### src/rtl/fifo_pkg.sv
// Shared constants and helpers for the synchronous FIFO family.
package fifo_pkg;

    localparam int FIFO_DEFAULT_WIDTH = 33;
    localparam int FIFO_DEFAULT_DEPTH = 8;

    // Number of address bits needed to index 'depth' slots (ceil(log2(depth))).
    function automatic int ptr_width(input int depth);
        int w;
        w = 0;
        for (int i = 0; i < 31; i++) begin
            if ((1 << i) < depth) begin
                w = i + 1;
            end
        end
        return w;
    endfunction

endpackage

### src/rtl/fifo_sync_param_if.sv
// Producer/consumer bundle for fifo_sync_param; master drives requests, slave is the FIFO.
interface fifo_sync_param_if
    import fifo_pkg::*;
#(
    parameter int WIDTH = FIFO_DEFAULT_WIDTH,
    parameter int DEPTH = FIFO_DEFAULT_DEPTH
);
    localparam int CW = ptr_width(DEPTH) + 1;

    logic             WE;
    logic [WIDTH-1:0] IN;
    logic             RE;
    logic [WIDTH-1:0] OUT;
    logic             VALID;
    logic             FULL;
    logic             EMPTY;
    logic             ALMOST_FULL;
    logic             ALMOST_EMPTY;
    logic [CW-1:0]    COUNT;
    logic             OVERFLOW;
    logic             UNDERFLOW;

    modport master (
        output WE, IN, RE,
        input  OUT, VALID, FULL, EMPTY, ALMOST_FULL, ALMOST_EMPTY, COUNT, OVERFLOW, UNDERFLOW
    );

    modport slave (
        input  WE, IN, RE,
        output OUT, VALID, FULL, EMPTY, ALMOST_FULL, ALMOST_EMPTY, COUNT, OVERFLOW, UNDERFLOW
    );

endinterface

### src/rtl/fifo_ram.sv
// WIDTH x DEPTH storage: one synchronous write port, one asynchronous read port.
module fifo_ram
    import fifo_pkg::*;
#(
    parameter int WIDTH = FIFO_DEFAULT_WIDTH,
    parameter int DEPTH = FIFO_DEFAULT_DEPTH,
    localparam int AW   = ptr_width(DEPTH)
) (
    input  logic             CLK,
    input  logic             we,
    input  logic [AW-1:0]    waddr,
    input  logic [WIDTH-1:0] wdata,
    input  logic [AW-1:0]    raddr,
    output logic [WIDTH-1:0] rdata
);

    logic [WIDTH-1:0] mem [DEPTH];

    // Store the incoming word on an accepted write.
    // NOTE: the array has no reset; occupancy is tracked by the controller, so stale contents are never observed and the array can map to RAM.
    always_ff @(posedge CLK) begin
        if (we) begin
            mem[waddr] <= wdata;
        end
    end

    assign rdata = mem[raddr];

endmodule

### src/rtl/fifo_sync_param.sv
// Parametrised single-clock FIFO: pointers, explicit occupancy count, registered flags, standard or FWFT read.
module fifo_sync_param
    import fifo_pkg::*;
#(
    parameter int WIDTH    = FIFO_DEFAULT_WIDTH,
    parameter int DEPTH    = FIFO_DEFAULT_DEPTH,
    parameter int AF_LEVEL = DEPTH - 2,
    parameter int AE_LEVEL = 1,
    parameter bit FWFT     = 1'b0
) (
    input  logic              CLK,
    input  logic              RESET,
    fifo_sync_param_if.slave  bus
);

    localparam int PW = ptr_width(DEPTH);
    localparam int CW = PW + 1;

    generate
        if (DEPTH < 2 || (DEPTH & (DEPTH - 1)) != 0) begin : g_bad_depth
            $error("fifo_sync_param: DEPTH must be a power of two >= 2");
        end
        if (AF_LEVEL < 1 || AF_LEVEL > DEPTH) begin : g_bad_af
            $error("fifo_sync_param: AF_LEVEL must be in 1..DEPTH");
        end
        if (AE_LEVEL < 0 || AE_LEVEL > DEPTH - 1) begin : g_bad_ae
            $error("fifo_sync_param: AE_LEVEL must be in 0..DEPTH-1");
        end
        if (WIDTH < 1) begin : g_bad_width
            $error("fifo_sync_param: WIDTH must be >= 1");
        end
    endgenerate

    logic [PW-1:0]    wr_ptr_q, rd_ptr_q;
    logic [CW-1:0]    count_q, count_d;
    logic             full_q, empty_q, af_q, ae_q;
    logic             ovf_q, udf_q, valid_q;
    logic [WIDTH-1:0] out_q, head_word;
    logic             wr_acc, rd_acc, ram_we;

    // Accept decisions from registered FULL/EMPTY only, and the resulting next occupancy.
    // NOTE: every output of a combinational block is assigned on every path, so no latch can be inferred.
    always_comb begin
        wr_acc  = bus.WE && !full_q;
        rd_acc  = bus.RE && !empty_q;
        count_d = count_q + CW'(wr_acc) - CW'(rd_acc);
    end

    // Writes in the reset cycle must not reach the array.
    assign ram_we = wr_acc && !RESET;

    fifo_ram #(
        .WIDTH (WIDTH),
        .DEPTH (DEPTH)
    ) u_ram (
        .CLK   (CLK),
        .we    (ram_we),
        .waddr (wr_ptr_q),
        .wdata (bus.IN),
        .raddr (rd_ptr_q),
        .rdata (head_word)
    );

    // Pointers, count, registered flags, error pulses and the standard-mode read register.
    // NOTE: state is updated with non-blocking assignments so every register samples pre-edge values.
    always_ff @(posedge CLK) begin
        if (RESET) begin
            wr_ptr_q <= '0;
            rd_ptr_q <= '0;
            count_q  <= '0;
            full_q   <= 1'b0;
            empty_q  <= 1'b1;
            af_q     <= 1'b0;
            ae_q     <= 1'b1;
            ovf_q    <= 1'b0;
            udf_q    <= 1'b0;
            valid_q  <= 1'b0;
            out_q    <= '0;
        end else begin
            if (wr_acc) begin
                wr_ptr_q <= wr_ptr_q + PW'(1);
            end
            if (rd_acc) begin
                rd_ptr_q <= rd_ptr_q + PW'(1);
                out_q    <= head_word;
            end
            count_q <= count_d;
            full_q  <= (count_d == CW'(DEPTH));
            empty_q <= (count_d == '0);
            af_q    <= (count_d >= CW'(AF_LEVEL));
            ae_q    <= (count_d <= CW'(AE_LEVEL));
            ovf_q   <= bus.WE && full_q;
            udf_q   <= bus.RE && empty_q;
            valid_q <= rd_acc;
        end
    end

    assign bus.OUT          = FWFT ? (empty_q ? '0 : head_word) : out_q;
    assign bus.VALID        = FWFT ? !empty_q : valid_q;
    assign bus.FULL         = full_q;
    assign bus.EMPTY        = empty_q;
    assign bus.ALMOST_FULL  = af_q;
    assign bus.ALMOST_EMPTY = ae_q;
    assign bus.COUNT        = count_q;
    assign bus.OVERFLOW     = ovf_q;
    assign bus.UNDERFLOW    = udf_q;

endmodule

### src/flat_wrapper.sv
// flat-port wrapper written by rule: the top's interface ports become plain ports
module fifo_sync_param_flat import fifo_pkg::*;
#(
    parameter int WIDTH    = FIFO_DEFAULT_WIDTH,
    parameter int DEPTH    = FIFO_DEFAULT_DEPTH,
    parameter int AF_LEVEL = DEPTH - 2,
    parameter int AE_LEVEL = 1,
    parameter bit FWFT     = 1'b0
)
  (CLK, RESET, bus_WE, bus_IN, bus_RE, bus_OUT, bus_VALID, bus_FULL, bus_EMPTY, bus_ALMOST_FULL, bus_ALMOST_EMPTY, bus_COUNT, bus_OVERFLOW, bus_UNDERFLOW);
  fifo_sync_param_if #(.WIDTH(WIDTH), .DEPTH(DEPTH)) bus_i ();
  input  logic CLK;
  input  logic RESET;
  input wire logic [$bits(bus_i.WE)-1:0] bus_WE;
  input wire logic [$bits(bus_i.IN)-1:0] bus_IN;
  input wire logic [$bits(bus_i.RE)-1:0] bus_RE;
  output wire logic [$bits(bus_i.OUT)-1:0] bus_OUT;
  output wire logic [$bits(bus_i.VALID)-1:0] bus_VALID;
  output wire logic [$bits(bus_i.FULL)-1:0] bus_FULL;
  output wire logic [$bits(bus_i.EMPTY)-1:0] bus_EMPTY;
  output wire logic [$bits(bus_i.ALMOST_FULL)-1:0] bus_ALMOST_FULL;
  output wire logic [$bits(bus_i.ALMOST_EMPTY)-1:0] bus_ALMOST_EMPTY;
  output wire logic [$bits(bus_i.COUNT)-1:0] bus_COUNT;
  output wire logic [$bits(bus_i.OVERFLOW)-1:0] bus_OVERFLOW;
  output wire logic [$bits(bus_i.UNDERFLOW)-1:0] bus_UNDERFLOW;
  assign bus_i.WE = bus_WE;
  assign bus_i.IN = bus_IN;
  assign bus_i.RE = bus_RE;
  assign bus_OUT = bus_i.OUT;
  assign bus_VALID = bus_i.VALID;
  assign bus_FULL = bus_i.FULL;
  assign bus_EMPTY = bus_i.EMPTY;
  assign bus_ALMOST_FULL = bus_i.ALMOST_FULL;
  assign bus_ALMOST_EMPTY = bus_i.ALMOST_EMPTY;
  assign bus_COUNT = bus_i.COUNT;
  assign bus_OVERFLOW = bus_i.OVERFLOW;
  assign bus_UNDERFLOW = bus_i.UNDERFLOW;
  fifo_sync_param #(.WIDTH(WIDTH), .DEPTH(DEPTH), .AF_LEVEL(AF_LEVEL), .AE_LEVEL(AE_LEVEL), .FWFT(FWFT)) u_core (.CLK(CLK), .RESET(RESET), .bus(bus_i));
endmodule
### config.mk
export PLATFORM = sky130hd
export DESIGN_NAME = fifo_sync_param_flat
export DESIGN_NICKNAME = d
export VERILOG_FILES = /design/src/rtl/fifo_pkg.sv /design/src/rtl/fifo_sync_param_if.sv /design/src/rtl/fifo_ram.sv /design/src/rtl/fifo_sync_param.sv /design/src/flat_wrapper.sv
export SDC_FILE = /design/constraint.sdc
export NUM_CORES = 1
export LEC_CHECK = 0
export ABC_AREA = 0
export CAP_MARGIN = 30
export CELL_PAD_IN_SITES_DETAIL_PLACEMENT = 0
export CELL_PAD_IN_SITES_GLOBAL_PLACEMENT = 2
export CORE_ASPECT_RATIO = 1.2
export CORE_MARGIN = 10
export CORE_UTILIZATION = 48
export DETAILED_ROUTE_END_ITERATION = 6
export PLACE_DENSITY = 0.9
export SYNTH_ARGS = -nofsm -noshare
export SYNTH_HDL_FRONTEND = slang
export SYNTH_HIERARCHICAL = 1
export SYNTH_SLANG_ARGS = --single-unit
### constraint.sdc
create_clock -name CLK -period 6.5 [get_ports CLK]
set_clock_uncertainty 0.2 [all_clocks]
set_input_delay 1.3 -clock CLK [delete_from_list [all_inputs] [get_ports CLK]]
set_output_delay 1.3 -clock CLK [all_outputs]
set_load 0.005 [all_outputs]
# --- Word level (Yosys, flattened, before mapping) ---
# Memory sizes are Yosys's and may differ from the RTL's. A register that Yosys moved wholly into a read port is not among the register bits.
# Index checks and enable logic that the tools add are counted.
op_classes:
  add_sub_neg: 4
  n_reduce_logical: 9
  n_eq_ne: 1
  n_lt_le_gt_ge: 2
  n_mux: 2
op_table:
  columns: ["cell", "count"]
  rows:
  - ["$add 3x1->3 const B", 2]
  - ["$logic_and 1x1->1", 5]
  - ["$add 4x1->4", 1]
  - ["$eq 4x4->1 const B", 1]
  - ["$ge 4x3->1 const B", 1]
  - ["$le 4x1->1 const B", 1]
  - ["$logic_not 4->1", 1]
  - ["$sub 4x1->4", 1]
  - ["$logic_not 1->1", 3]
  - ["$mux 1", 2]
totals:
  regBits: 17
  n_memories: 1
  elab_cells: 29
  ramBits: 264
  in_bits: 37
  out_inout_bits: 44
mem_list:
  columns: ["memory", "words", "word_bits", "rd", "rd_ports_with_merged_regs", "wr", "line", "rtl"]
  rows:
  - ["u_core.u_ram.mem", 8, 33, 1, 1, 1, "fifo_ram.sv:17", "logic [WIDTH-1:0] mem [DEPTH];"]

# --- Depth between registers and ports, before layout ---
# Gate-level depths: netlist of the first run.
logic_depth:
  word_depth: 5
  mapped_depth: 11
  depth_no_buf: 9

# --- By module ---
# The synthesis of the first run kept the hierarchy.
modules_own_cells:
  columns: ["mod", "seq_area_each_um2", "cells_per_inst", "n_inst", "area_per_inst_um2"]
  rows:
  - ["fifo_ram", 7927.6, 394, 1, 9979.6]
  - ["fifo_sync_param", 1001.0, 215, 1, 1856.8]

# --- Worst setup path after synthesis of the first run ---
# No wires, ideal clock.
synth_path:
  kind: "input -> register"
  from: "in RESET"
  to: "mem u_core/u_ram/mem[0][0] (netlist bit), enable pin"
  required_time_ns: 5.836
  slack_ns: 1.655
  stages: 5
  path_buffers: 2
  setup_time_ns: 0.464
  t_arrival_ns: 4.180
  cell_sequence: "buf_2 -> buf_1 -> nor2_1 -> nand2b_1 -> nor3_1"
synth_between:
  elab_chain_len: 4
synth_lines:
  columns: ["element", "line", "rtl"]
  rows:
  - ["from (decl)", "flat_wrapper.sv:13", "input logic RESET;"]
  - ["$logic_not 1->1", "fifo_sync_param.sv:50", "assign ram_we = wr_acc && !RESET;"]
  - ["$logic_and 1x1->1", "fifo_sync_param.sv:50", null]
  - ["via u_core.ram_we", "fifo_sync_param.sv:39", "logic wr_acc, rd_acc, ram_we;"]
  - ["$mux 1", "fifo_ram.sv:22", "if (we) begin"]
  - ["$mux 1 (not written as such)", "fifo_ram.sv:23", "mem[waddr] <= wdata;"]
  - ["to (decl)", "fifo_ram.sv:17", null]
# The timed path passes the listed nets, and every way through them passes these cells.

# --- Final worst setup path of the first run ---
layout_path:
  from: "in bus_RE"
  to: "reg u_core.full_q (netlist: u_core/bus.FULL)"
layout_between:
  elab_chain_len: 3
layout_lines:
  columns: ["element", "line", "rtl"]
  rows:
  - ["from (decl)", "flat_wrapper.sv:16", "input wire logic [$bits(bus_i.RE)-1:0] bus_RE;"]
  - ["$logic_and 1x1->1", "fifo_sync_param.sv:45", "rd_acc = bus.RE && !empty_q;"]
  - ["$sub 4x1->4", "fifo_sync_param.sv:46", "count_d = count_q + CW'(wr_acc) - CW'(rd_acc);"]
  - ["$eq 4x4->1", "fifo_sync_param.sv:88", "full_q <= (count_d == CW'(DEPTH));"]
  - ["to (signal assigned)", "fifo_sync_param.sv:88", null]
  - ["to (decl)", "fifo_sync_param.sv:36", "logic full_q, empty_q, af_q, ae_q;"]
# Every way passes these cells.
# A chain may end at the register's enable or synchronous reset.

==> results of run 1 <==
==> stage by stage <==
step,hold slack [ns],instances,instance area [um2],total power (uW),worst slack (ns)
after floorplan,0.252,609,11800,2980,1.66
after global placement,0.246,987,13000,3250,1.69
after detailed placement,0.248,992,13100,3290,1.58
after CTS,0.257,1048,14300,5270,2.11
after global routing,0.276,1050,14300,5430,1.91
final,0.253,1050,14300,5220,2.15
==> final cells by class <==
cell class | count | area [um2] | area share [%]
clock buffer | 34 | 787 | 5.50
clock inverter | 22 | 372 | 2.60
inverter | 7 | 27.5 | 0.192
multi-input combinational | 258 | 2760 | 19.3
sequential | 314 | 8930 | 62.4
tap | 320 | 400 | 2.80
timing repair buffer | 95 | 1030 | 7.22
==> power groups by stage <==
| stage | Clock [uW] | Combinational, uW | Sequential [uW] |
|---|---|---|---|
| final | 1980 | 835 | 2410 |
| after global routing | 2100 | 909 | 2420 |
| after CTS | 2020 | 834 | 2420 |
| after detailed placement | 0 | 827 | 2460 |
| after global placement | 0 | 794 | 2450 |
| after floorplan | 0 | 574 | 2410 |
==> sequential cells by signal, indices dropped and copies added, names as in the netlist <==
signal / count
u_core/u_ram/mem: 264
u_core/bus.OUT: 33
u_core/bus.COUNT: 4
u_core/rd_ptr_q: 3
u_core/wr_ptr_q: 3
u_core/bus.ALMOST_EMPTY: 1
u_core/bus.ALMOST_FULL: 1
u_core/bus.EMPTY: 1
u_core/bus.FULL: 1
u_core/bus.OVERFLOW: 1
u_core/bus.UNDERFLOW: 1
u_core/bus.VALID: 1
==> cell families after synthesis <==
kind of cell    synth area share, %
compound gates                 2.04
buf+inv                        1.71
simple gates                   3.68
xor+xnor                      0.444
mux                            15.9
fa+ha+maj                     0.803
flops                          75.4
==> worst max-delay path, cell delays in order <==
cell and delay [ns]:
clkdlybuf4s50_1 0.45, nand2b_2 0.62, clkinv_2 0.11, buf_4 0.32
ha_1 0.35, inv_1 0.04, ha_1 0.20, fa_1 0.40
xor2_1 0.22, or3_4 0.36, a211oi_2 0.20
==> cells in the mapped netlist <==
library cell    n
a211oi_2        1
a21o_1          1
a21oi_1        37
a21oi_2         1
a31oi_1         1
and2_2          1
and3_1          3
buf_1           2
buf_2          11
buf_4           3
buf_6           5
clkbuf_1        9
clkinv_2        1
dfxtp_1        50
edfxtp_1      264
fa_1            1
ha_1            6
inv_1           6
mux2_2         33
mux4_1          6
mux4_2         60
nand2_1        73
nand2b_1        4
nand3_1         2
nand3b_1        2
nor2_1         12
nor2b_1         3
nor3_1          2
o31ai_2         1
o41ai_1         1
or3_4           1
xnor2_1         3
xor2_1          3
==> metal layers <==
metal | GRT usage (%) | vias to the layer above
met5 | 0 | -
met4 | 4.55 | 0
met3 | 2.55 | 33
met2 | 26.1 | 159
met1 | 18.0 | 2989
li1 | - | 2595
==> how the worst min path moves through the flow <==
stage,from,to,slack [ns],cells after the start
4_1_cts,u_core/bus.OUT[11],u_core/bus.OUT[11],0.26,2
3_3_place_gp,u_core/bus.OUT[18],u_core/bus.OUT[18],0.25,2
2_1_floorplan,u_core/rd_ptr_q[1],u_core/rd_ptr_q[1],0.25,2
3_5_place_dp,u_core/bus.OUT[11],u_core/bus.OUT[11],0.25,2
6_report,u_core/bus.OUT[11],u_core/bus.OUT[11],0.25,2
5_1_grt,u_core/bus.OUT[14],u_core/bus.OUT[14],0.28,2
==> flow_summary.toml, run 1 <==
[final_layout]
final_common_cell = "edfxtp_1"
syn2layout_area_growth_pct = 21.0
layout_common_cells = "edfxtp_1 (264), clkdlybuf4s50_1 (79), nand2_1 (73), mux4_2 (60), dfxtp_1 (47)"
nets = 750
antenna_cells = 0
post-route-util_pct = 59.3
nFillCells = 1688
drive_above_1_share_pct = 24.4

[worst_setup_path]
cp-start-kind = "primary input"
endpoint = "u_core/bus.FULL"
setup.worst_path.start = "bus_RE"
cp.arrival_ns = 4.60
worstPathRequired_ns = 6.76
r2r_cells = 10
r2r_end = "u_core/bus.FULL"
worstPathMaxFanout = 36
critical_path_class = "in2reg"
r2r_start = "u_core/bus.EMPTY"
r2r_slack_ns = 2.95
end_kind = "register"

[power_and_ir_drop]
power_frac_seq_pct = 46.1
power_switching_uw = 1190
p_comb_share_pct = 16.0
clock_power_share_pct = 37.9
switching_share_pct = 22.9
p_int_uw = 4030
power.density_nw_per_um2 = 365
leakage_uw = 0.00455
vdd_ir_drop_max_mv = 0.244

[synth]
ys_types = 33
synth_top_area_share_pct = 67.0
synthTopCellsByArea = "edfxtp_1 (67%), mux4_2 (11%), dfxtp_1 (8.5%)"
seq_area_frac_synth_pct = 75.4
synth_fp_nets = 653
ys_warn_count = 6
yosysTopAreaCell = "edfxtp_1"
avgSynthCellArea_um2 = 19.4
netlist_instances = 609
synth_seq_cells = 314
synth_area_um2 = 11800

[floorplan]
fp.dieH_um = 192
ios = 81
num_rows = 62
dieArea_um2 = 31400
start_util_pct = 49.1
core-area_um2 = 24100
chipWidth_um = 163

[cts]
cts_buffer_depth = 3
clockRootBuffer = "clkbuf_16"
cts_tree = "built"
numCtsBuffers = 30
ctsResizeCount = 0
post_cts_buffers = 0
cts.sinks = 314
ctsHoldBuffers = 0
clkSlewWorstSetupHoldPaths_ns = 0.06
htreeDepth = 1
clk_latency_ns = 0.54

[route]
drc = 0
viasPerCell = 5.50
wl_met2_um = 12200
wl_um = 23100
top_layer = "met4"
num_vias = 5776
ant_nets = 0
wl_met3_um = 1200
drt_pass1_iterations = 4
wl_met1_um = 9230
wl_per_cell_um = 22.0
drt_iter0_markers = 350

[place]
place_congestion = 0.743
hpwl_um = 13600
port_buffers = 80

[global_route]
grt_overflow = 0
grt_pass1_vias = 6332
track_usage_pct = 14.7
grt_max_degree = 68
antenna_found_initial = 0
grt_pass1_wl_um = 36000

[worst_hold_path]
hold_class = "reg2reg"

[flow_run]
drv_cap = 0

[timing]
setup_viol = 0
final_hold_viol_count = 0
fmax_ghz = 0.230
slew_viol_final = 0
finalCriticalPeriod_ns = 4.35
rsz0062_at_grt = "no"
fin_crit_sh_pct = 66.9
worst_pin_slew_ns = 0.973
finalSetupTns_ns = 0
slew_headroom_pct = 35.1

[status]
status = "complete, no violations"
Power figures use the tool's default switching activity.
==> run 2, diff against run 1 <==
--- a/config.mk
+++ b/config.mk
@@ -11,9 +11,9 @@
 export CELL_PAD_IN_SITES_GLOBAL_PLACEMENT = 2
 export CORE_ASPECT_RATIO = 1.2
 export CORE_MARGIN = 10
-export CORE_UTILIZATION = 48
+export CORE_UTILIZATION = 45
 export DETAILED_ROUTE_END_ITERATION = 6
-export PLACE_DENSITY = 0.9
+export PLACE_DENSITY = 0.86
 export SYNTH_ARGS = -nofsm -noshare
 export SYNTH_HDL_FRONTEND = slang
 export SYNTH_HIERARCHICAL = 1
==> constraint.sdc (replaced) <==
create_clock -name CLK -period 4 [get_ports CLK]
set_clock_uncertainty 0.2 [all_clocks]
set_input_delay 0.8 -clock CLK [delete_from_list [all_inputs] [get_ports CLK]]
set_output_delay 0.8 -clock CLK [all_outputs]
set_load 0.005 [all_outputs]
==> run 2 against run 1 <==
Clock-buffer cell count up 1. Non-clock buffer count unchanged. Setup slack worse by 1.3 ns. First-iteration DRC count down 1.7%. Core utilization down 4.3 points. Sequential power up 63%. Cell count up 0.86%. Total power up 57%. Via count down 1.5%. Cell area down 1.1%. Largest power group unchanged.
==> flow_summary.toml, run 2 (synthesized netlist as in run 1, its figures left out) <==
[global_route]
antenna_found_initial = 0
track_usage_pct = 13.7
grt_pass1_vias = 6183
grt_pass1_wl_um = 36200
grt_overflow = 0
grt_max_degree = 68

[timing]
finalCriticalPeriod_ns = 3.18
slew_viol_final = 0
rsz0062_at_grt = "no"
fmax_ghz = 0.314
fin_crit_sh_pct = 79.5
slew_headroom_pct = 34.5
setup_viol = 0
worst_pin_slew_ns = 0.983
finalSetupTns_ns = 0
setup_slack_ns = 0.820
final_hold_viol_count = 0

[route]
num_vias = 5692
wl_um = 22800
wl_per_cell_um = 21.5
wl_met1_um = 9080
viasPerCell = 5.37
drc = 0
drt_pass1_iterations = 5
wl_met2_um = 11900
drt_iter0_markers = 344
ant_nets = 0
wl_met3_um = 1380
top_layer = "met4"

[worst_setup_path]
endpoint = "u_core/bus.FULL"
worst_path_max_delay_cell = "clkdlybuf4s50_1"
setup.worst_path.start = "bus_WE"
cp_cell_sequence = "clkdlybuf4s50_1 > nor2b_1 > inv_1 > ha_1 > inv_1 > ha_1 > fa_1 > xor2_1 > or3_4 > a211oi_2"
r2r_start = "u_core/bus.FULL"
r2r_end = "u_core/bus.FULL"
worstPathMaxFanout = 4
cp.arrival_ns = 3.43
r2r_cells = 9
cp-start-kind = "primary input"
worstPathBufferInverterCount = 3
worstPathRequired_ns = 4.25
critical_path_class = "in2reg"
cp_top_family = "adder cells"
critical_path.max_stage_delay_ns = 0.50
worstSetupPathDepth = 10
r2r_slack_ns = 1.28
end_kind = "register"

[place]
port_buffers = 80
place_congestion = 0.750
place_ws_ns = 0.294
hpwl_um = 14000
dp.cells = 1004
placed_area_um2 = 13100

[floorplan]
start_util_pct = 46.0
chipWidth_um = 168
dieArea_um2 = 33200
ios = 81
core-area_um2 = 25700
num_rows = 64
fp.dieH_um = 198

[final_layout]
nets = 749
syn2layout_area_growth_pct = 19.6
final_common_cell = "edfxtp_1"
layout_common_cells = "edfxtp_1 (264), clkdlybuf4s50_1 (79), nand2_1 (73), mux4_2 (60), dfxtp_1 (47)"
largest_reg_flops = 264
design_area_um2 = 14200
top_register = "u_core/u_ram/mem"
stdcell_count = 1059
seq_area_um2 = 8940
multi_input_area_um2 = 2780
nFillCells = 1905
drive_above_1_share_pct = 24.2

[power_and_ir_drop]
vdd_ir_drop_max_mv = 0.346
power.density_nw_per_um2 = 578
leakage_uw = 0.00446
finalPower_uw = 8190

[cts]
numCtsBuffers = 29
cts.sinks = 314
clk_latency_ns = 0.54
ctsHoldBuffers = 0
clockRootBuffer = "clkbuf_16"
cts_tree = "built"
ctsResizeCount = 0
htreeDepth = 1
clkSlewWorstSetupHoldPaths_ns = 0.06
cts_buffer_depth = 3
post_cts_buffers = 0

[worst_hold_path]
hold_class = "reg2reg"

[flow_run]
drv_cap = 0

[status]
status = "complete, no violations"
## run 2: cell types whose count changed in the layout (fill, tap and decap cells not counted), sizes merged
cell / change
bufinv: -4
clkbuf: +1
clkinvlp: +2
diode: +1
inv: -1
## run 2: power breakdown
group,switching (uW),leakage (uW),internal (uW)
Clock,1150,0.000499,1760
Sequential,166,0.00280,3760
Combinational,616,0.00117,738
Total,1930,0.00446,6260
## run 2: per-layer routing
metal | vias up | GRT usage, %
met5 | - | 0
met4 | 0 | 3.65
met3 | 32 | 2.23
met2 | 147 | 24.0
met1 | 2928 | 17.1
li1 | 2585 | -
## run 2: area by class of cell
cell class	instances	share of cell area [%]
Sequential cell	314	63.1
Multi-Input combinational cell	258	19.6
Timing Repair Buffer	95	6.91
Clock buffer	35	5.42
Tap cell	330	2.92
Clock inverter	19	1.83
Inverter	7	0.194
Antenna cell	1	0.0177
## run 2: how the worst min path moves through the flow
| stage | start | cells past startpoint | slack (ns) | end |
|---|---|---|---|---|
| after floorplan | u_core/rd_ptr_q[1] | 2 | 0.25 | u_core/rd_ptr_q[1] |
| after global placement | u_core/bus.OUT[15] | 2 | 0.24 | u_core/bus.OUT[15] |
| after detailed placement | u_core/bus.OUT[17] | 2 | 0.25 | u_core/bus.OUT[17] |
| after CTS | u_core/bus.OUT[17] | 2 | 0.26 | u_core/bus.OUT[17] |
| after global routing | u_core/bus.OUT[17] | 2 | 0.27 | u_core/bus.OUT[17] |
| final | u_core/bus.OUT[21] | 2 | 0.25 | u_core/bus.OUT[21] |
## run 2: through the flow
step | util, % | hold WS [ns]
finish | 55.1 | 0.251
global route | 55.1 | 0.271
CTS | 55.1 | 0.256
detailed placement | 51.1 | 0.247
global placement | 51.0 | 0.241
floorplan | - | 0.252
## run 2: worst reg2reg max path, stage by stage, from the launching register on
cell and delay (ns):
dfxtp_1 0.33, nor2b_1 0.25, inv_1 0.12, ha_1 0.29
inv_1 0.04, ha_1 0.20, fa_1 0.42, xor2_1 0.21
or3_4 0.36, a211oi_2 0.21
==> run 3, diff against run 2 <==
==> constraint.sdc (replaced) <==
create_clock -name CLK -period 2.94 [get_ports CLK]
set_clock_uncertainty 0.2 [all_clocks]
set_input_delay 0.588 -clock CLK [delete_from_list [all_inputs] [get_ports CLK]]
set_output_delay 0.588 -clock CLK [all_outputs]
set_load 0.005 [all_outputs]
==> run 3 against run 2 <==
Cell area increased by 0.31%. Setup slack got worse by 0.68 ns. Register-to-register slack got worse by 0.90 ns. Clock power increased by 17%. Critical path type unchanged.
==> flow_summary.toml, run 3 (synthesized netlist as in run 1, its figures left out) <==
[worst_setup_path]
cp.arrival_ns = 3.05
end_kind = "register"
worstPathMaxFanout = 4
setup.worst_path.start = "bus_WE"
cp-start-kind = "primary input"
r2r_start = "u_core/bus.EMPTY"
critical_path.max_stage_delay_ns = 0.54
critical_path_class = "in2reg"
r2r_cells = 8
r2r_end = "u_core/bus.EMPTY"
cp_top_family = "adder cells"
worstPathRequired_ns = 3.18
worst_path_max_delay_cell = "fa_1"
cp_cell_sequence = "clkdlybuf4s50_1 > nor2b_2 > inv_1 > ha_1 > inv_1 > ha_1 > fa_1 > or3_4 > o31ai_2"
worstPathBufferInverterCount = 3
r2r_slack_ns = 0.38

[route]
ant_nets = 0
drt_iter0_markers = 416
drc = 0
num_vias = 5826
wl_um = 23200
drt_pass1_iterations = 4
wl_per_cell_um = 21.7
viasPerCell = 5.43

[place]
place_ws_ns = -0.383
place_congestion = 0.743
port_buffers = 80
dp.cells = 1020
hpwl_um = 14200

[timing]
rsz0062_at_grt = "no"
fmax_ghz = 0.357
final_hold_viol_count = 0
slew_viol_final = 0
finalCriticalPeriod_ns = 2.80
worst_pin_slew_ns = 0.575
fin_crit_sh_pct = 95.4
setup_viol = 0
setup_slack_ns = 0.135
fin_hold_ws_ns = 0.252
slew_headroom_pct = 61.7

[status]
status = "complete, no violations"

[final_layout]
drive_above_1_share_pct = 24.5
seq_area_um2 = 8930
top_register = "u_core/u_ram/mem"
post-route-util_pct = 55.3
antenna_cells = 0
layout_common_cells = "edfxtp_1 (264), clkdlybuf4s50_1 (79), nand2_1 (73), mux4_2 (60), dfxtp_1 (47)"
stdcell_count = 1072
syn2layout_area_growth_pct = 20.0
multi_input_area_um2 = 2780
nFillCells = 1893
nets = 765
largest_reg_flops = 264
final_common_cell = "edfxtp_1"

[floorplan]
dieArea_um2 = 33200
core-area_um2 = 25700
chipWidth_um = 168
ios = 81
fp.dieH_um = 198
num_rows = 64
start_util_pct = 46.0

[worst_hold_path]
worstHoldStart = "u_core/bus.OUT[2]"
whs_path_depth = 2
hold_class = "reg2reg"
hold_end = "u_core/bus.OUT[2]"

[global_route]
grt_pass1_wl_um = 36600
antenna_found_initial = 0
grt_pass1_vias = 6214
track_usage_pct = 13.9
grt_overflow = 0
grt_max_degree = 68

[cts]
cts.sinks = 314
ctsResizeCount = 0
cts_buffer_depth = 3
ctsHoldBuffers = 0
clk_latency_ns = 0.54
numCtsBuffers = 29
post_cts_buffers = 0
cts_tree = "built"
clkSlewWorstSetupHoldPaths_ns = 0.06
htreeDepth = 1
clockRootBuffer = "clkbuf_16"

[flow_run]
drv_cap = 0

[power_and_ir_drop]
power.density_nw_per_um2 = 752
leakage_uw = 0.00448
vdd_ir_drop_max_mv = 0.418
run 3: cell types whose count changed in the layout (fill, tap and decap cells not counted), moves of 2 or more:
cell	before	now
buf_12	4	13
buf_4	10	18
bufinv_16	6	1
clkbuf_1	4	9
clkinv_1	1	5
clkinv_2	8	5
clkbuf_8	2	0
run 3: per-stage QoR:
stage | power (uW) | area, um2 | setup TNS [ns]
floorplan | 6600 | 11900 | -72.20
global placement | 7320 | 13300 | -1.10
detailed placement | 7400 | 13300 | -2.20
CTS | 10800 | 14200 | 0
global route | 11200 | 14200 | 0
finish | 10700 | 14200 | 0
run 3: per-layer routing:
layer	vias to the layer above	share of wire, %	global-route usage, %
met3	24	4.5	2.25
met4	0	1.5	3.29
met1	3033	42	17.8
li1	2630	-	-
met5	-	0	0
met2	139	52	24.3
run 3: cell type report:
| class | instances | area share (%) |
|---|---|---|
| Sequential cell | 314 | 62.9 |
| Multi-Input combinational cell | 258 | 19.6 |
| Timing Repair Buffer | 111 | 8.39 |
| Clock buffer | 38 | 5.35 |
| Tap cell | 330 | 2.91 |
| Clock inverter | 14 | 0.687 |
| Inverter | 7 | 0.220 |
run 3: worst max-delay path by stage:
stage | to | slack (ns) | cells after the start
global placement | u_core/bus.FULL | -0.31 | 10
global route | u_core/bus.ALMOST_EMPTY | 0.04 | 10
finish | u_core/bus.EMPTY | 0.14 | 9
CTS | u_core/bus.EMPTY | 0.09 | 10
floorplan | u_core/u_ram/mem[1][0] | -0.31 | 5
detailed placement | u_core/bus.EMPTY | -0.38 | 10
run 3: worst register-to-register path, delay by kind of cell (launching register included):
family	cells	cell delay [ns]
compound gates	1	0.22
fa+ha+maj	3	1.00
buf+inv	2	0.09
flops	1	0.37
simple gates	2	0.59
run 3: power by group:
part           internal [uW]  total (uW)  switching (uW)
sequential              5120        5300             184
combinational           1070        1990             920
clock                   1900        3400            1500
total                   8090       10700            2600
